File: config.mk
export PLATFORM = sky130hd
export DESIGN_NAME = clk_div_multi
export DESIGN_NICKNAME = d
export VERILOG_FILES = /design/src/rtl/clk_div_pkg.sv /design/src/rtl/clk_div_chan.sv /design/src/rtl/clk_div_multi.sv
export SDC_FILE = /design/constraint.sdc
export NUM_CORES = 1
export LEC_CHECK = 0
export BUFFER_PORTS_ARGS = -buffer_cell sky130_fd_sc_hd__buf_2
export CAP_MARGIN = 30
export CORE_MARGIN = 4
export CORE_UTILIZATION = 66
export CTS_BUF_LIST = sky130_fd_sc_hd__clkbuf_16
export CTS_CLUSTER_DIAMETER = 100
export CTS_CLUSTER_SIZE = 12
export DETAILED_ROUTE_END_ITERATION = 16
export PLACE_DENSITY = 0.88
export SLEW_MARGIN = 20
export SYNTH_ARGS = -nofsm -noshare
export SYNTH_HDL_FRONTEND = slang
export SYNTH_SLANG_ARGS = --single-unit
export TNS_END_PERCENT = 1
File: constraint.sdc
create_clock -name clk_i -period 9.57 [get_ports clk_i]
set_input_delay 1.914 -clock clk_i [delete_from_list [all_inputs] [get_ports clk_i]]
set_output_delay 1.914 -clock clk_i [all_outputs]
set_load 0.01 [all_outputs]
File: src/rtl/clk_div_pkg.sv
// clk_div_multi shared definitions.
// Holds the default divisor width, the idle divisor and the high-count helper.
package clk_div_pkg;

    localparam int CLK_DIV_W_DEF = 16;
    localparam int CLK_DIV_IDLE  = 0;

    // One extra bit so that an all-ones divisor rounds up without wrapping.
    function automatic logic [32:0] half_hi(input logic [31:0] d);
        return ({1'b0, d} + 33'd1) >> 1;
    endfunction

endpackage

File: src/rtl/clk_div_chan.sv
// One divider channel: period counter, optional shadow divisor, output flops.
// CLK_DIV_SYNC_UPDATE_EN defers divisor changes to the period boundary.
module clk_div_chan
    import clk_div_pkg::*;
#(
    parameter int W = CLK_DIV_W_DEF
) (
    input  logic         clk_i,
    input  logic         rst_ni,
    input  logic [W-1:0] i_divisor,
    input  logic         i_enable,
    input  logic         i_restart,
    output logic         o_clk,
    output logic         o_tick
);

    logic [W-1:0] cnt;
    logic [W-1:0] d_eff;
    logic [W-1:0] d_m1;
    logic [32:0]  hi_cnt;
    logic [32:0]  cnt_x;
    logic         active;
    logic         wrap;

`ifdef CLK_DIV_SYNC_UPDATE_EN
    logic [W-1:0] shadow;

    always_ff @(posedge clk_i) begin
        if (!rst_ni) begin
            shadow <= '0;
        end else if (wrap || !active || i_restart) begin
            shadow <= i_divisor;
        end
    end

    assign d_eff = shadow;
`else
    assign d_eff = i_divisor;
`endif

    assign d_m1   = d_eff - W'(1);
    assign active = i_enable && (d_eff != W'(CLK_DIV_IDLE));
    // ">=" rather than "==" so a divisor shrinking below cnt still wraps.
    assign wrap   = cnt >= d_m1;
    assign hi_cnt = half_hi(32'(d_eff));
    assign cnt_x  = 33'(cnt);

    always_ff @(posedge clk_i) begin
        if (!rst_ni) begin
            cnt    <= '0;
            o_clk  <= 1'b0;
            o_tick <= 1'b0;
        end else begin
            if (!active || i_restart || wrap) begin
                cnt <= '0;
            end else begin
                cnt <= cnt + W'(1);
            end
            o_clk  <= active && !i_restart && (cnt_x < hi_cnt);
            o_tick <= active && !i_restart && (cnt == d_m1);
        end
    end

endmodule

File: src/rtl/clk_div_multi.sv
// N-channel programmable clock divider producing levels and period ticks.
// Build with CLK_DIV_SYNC_UPDATE_EN for glitch-free divisor updates.
module clk_div_multi
    import clk_div_pkg::*;
#(
    parameter int NCH = 4,
    parameter int W   = CLK_DIV_W_DEF
) (
    input  logic             clk_i,
    input  logic             rst_ni,
    input  logic [NCH*W-1:0] i_divisor,
    input  logic [NCH-1:0]   i_enable,
    input  logic             i_restart,
    output logic [NCH-1:0]   o_clk,
    output logic [NCH-1:0]   o_tick
);

    for (genvar k = 0; k < NCH; k++) begin : g_ch
        clk_div_chan #(
            .W(W)
        ) u_chan (
            .clk_i    (clk_i),
            .rst_ni   (rst_ni),
            .i_divisor(i_divisor[k*W +: W]),
            .i_enable (i_enable[k]),
            .i_restart(i_restart),
            .o_clk    (o_clk[k]),
            .o_tick   (o_tick[k])
        );
    end

endmodule

==> out/qor.yml <==
setup_slack_ps: 4500
cpPeakStageDelay_ps: 790
vdd_drop_max_mv: 0.0828
p_clk_frac: 0.392
worst_slew_pin_slew_ps: 813
p_switching_w: 0.000193
crit_path_start_kind: "input port"
fmax_mhz: 197
path_class: "input port to register"
antenna_cells: 0
syn_inst: 998
crit_chain: "buf_2, inv_1, ha_1, or4b_4, nor3_2, nand2_1, or4_1, xor2_1, ha_1, nand4_1, a21oi_1, or4_1, nor3_1"
arrival_ps: 5300
worst-path-max-fanout: 16
cts_made_buffers: 9
power_leakage_nw: 3.57
cts_setup_buffers: 0
period_minus_slack_ps: 5070
pin_count: 79
wire_per_inst_um: 14.9
gp_congestion: 0.851
synth_enable_flop_cells: 0
syn_avg_cell_area_um2: 7.95
p_sw_frac: 0.269
grt_usage: 0.252
drtAntennaViolNets: 0
area_growth_pct: 7.78
drt-pass1-iter-count: 5
routed_via_density: 6.06
yosys_warnings: 0
cpMaxStageDelayCell: "or4_1"
cap_violations: 0
period_share: 0.529
power_frac_seq: 0.424
nFillCells: 952
pre_cts_slack_ps: 3940
p_comb_frac: 0.184
syn_nets: 1205
fin_area_mm2: 0.00855
p_per_area_mw_per_mm2: 83.7
initial_core_util: 0.686
required_ps: 9800
hold_path_class: "register to register"
gr-total-overflow: 0
totalWireLength_mm: 17.7
drive_gt1_frac: 0.101
grt_antenna_before_repair: 0
die_x_um: 118
clkTransAtPathRegs_ps: 50
ys_types: 54
cts_resized: 0
final_cell_mix: "ha_1 (136), nand2_1 (87), xor2_1 (84)"
clock_latency_ps: 320
die_area_mm2: 0.0138
rsz0062_at_grt: "no"
core_area_mm2: 0.0116
synthFlopType: "dfxtp_1"
fin_setup_tns_ps: 0
clock_path_buffers: 2
async_flop_share: 0
drtIter0Drc: 422
row_count: 39
remaining_drc_errors: 0
dp_hpwl_mm: 14.1
postPlaceCellArea_mm2: 0.00829
grt_start_max_net_pins: 17
skew_ps: 8.71
place.port_buffers: 78
grt_pass1_vias: 6855
root_buffer: "clkbuf_16"
die_height_um: 118
cts.sinks: 72
vias: 7214
p_int_w: 0.000523
ys_ff_latch: 72
endpoint_kind: "register"
ctsHoldBuffers: 0
synth_area_mm2: 0.00793
setup_viol: 0
htreeDepth: 3
status: "finished clean"
mostFrequentLayoutCell: "ha_1"
layout.nets: 1253
seq_area_frac_synth: 0.182
cts_tree: "done"
grt_pass1_wl_mm: 30.4
hold_viol: 0
slew_viol_final: 0
relSlewSlack: 0.454
power groups by stage:
stage	clock network (W)	registers (W)	logic [W]
after global placement	0	0.000309	0.000125
after CTS	0.000285	0.000303	0.000131
after floorplan	0	0.000309	0.0000885
after detailed placement	0	0.000309	0.000130
final	0.000281	0.000303	0.000132
after global routing	0.000300	0.000303	0.000149
cells in the mapped netlist, types with 3 or more instances:
cell,n,area share
ha_1,136,0.21
nand2_1,87,0.041
xor2_1,84,0.093
xnor2_1,82,0.091
nor2_1,75,0.036
dfxtp_1,72,0.18
nor3_1,69,0.044
nand3_1,66,0.042
nand4_1,52,0.041
a21oi_1,41,0.026
clkbuf_1,27,0.013
inv_1,27,0.013
nor4_1,21,0.017
a21o_1,16,0.015
and4_1,15,0.017
o21ai_0,14,0.0088
and3_1,13,0.010
buf_4,10,0.0095
nand2b_1,9,0.0071
a211oi_1,8,0.0076
or4_1,8,0.0076
and2_1,7,0.0055
buf_2,6,0.0038
nor2b_1,6,0.0047
or3_1,5,0.0039
a2111oi_0,3,0.0033
nor3b_1,3,0.0028
o211ai_1,3,0.0028
or4_4,3,0.0043
per-layer routing:
layer	GRT usage	vias up	wire length (um)
met5	0	-	0
met4	0.0755	0	256
met3	0.0394	24	751
met2	0.427	161	8490
met1	0.331	3338	8220
li1	-	3691	-
final timing paths:
check / start / to / slack, ps / cells past startpoint
setup / recovery: i_divisor[48] / g_ch[3].u_chan.cnt[7]$_SDFF_PP0_ / 4500 / 13
setup reg to reg: g_ch[0].u_chan.cnt[10]$_SDFF_PP0_ / g_ch[0].u_chan.cnt[0]$_SDFF_PP0_ / 7310 / 6
hold / removal: g_ch[1].u_chan.cnt[0]$_SDFF_PP0_ / g_ch[1].u_chan.cnt[0]$_SDFF_PP0_ / 560 / 3
hold reg to reg: g_ch[1].u_chan.cnt[0]$_SDFF_PP0_ / g_ch[1].u_chan.cnt[0]$_SDFF_PP0_ / 560 / 3
layout make-up:
class	instances	area, um^2	share of cell area
Multi-Input combinational cell	854	6170	0.721
Sequential cell	72	1440	0.169
Timing Repair Buffer	82	418	0.0489
Clock buffer	9	225	0.0264
Tap cell	143	179	0.0209
Inverter	27	101	0.0119
Clock inverter	4	16.3	0.00190
registers in the layout, summed over array words and instances (netlist names):
| register | cells |
|---|---|
| g_ch.u_chan.o_tick | 4 |
| g_ch.u_chan.cnt | 64 |
| g_ch.u_chan.o_clk | 4 |
metrics by stage:
step,power (W),util,instances,hold WS [ps]
finish,0.000715,0.739,1191,555
detailed placement,0.000439,0.717,1176,553
floorplan,0.000397,-,998,483
CTS,0.000718,0.738,1189,565
global route,0.000752,0.739,1191,611
global placement,0.000434,0.717,1176,534
logic make-up (layout without fill, tap and decap cells):
group           count (synthesis)  in the layout  synth area share
simple gates                  453            453             0.301
xor+xnor                      166            166             0.183
fa+ha+maj                     136            136             0.215
compound gates                 99             99            0.0786
flops                          72             72             0.182
buf+inv                        72            122            0.0407
critical path: cells and delay by family:
kind	cells	cell delay, ps
xor gates and xnor gates	1	160
adders and majority gates	2	480
and+or+nand+nor	7	2460
AOI/OAI and AO/OA	1	50
buffers and inverters	2	210
Note: power is estimated with default switching activity, not from simulation.
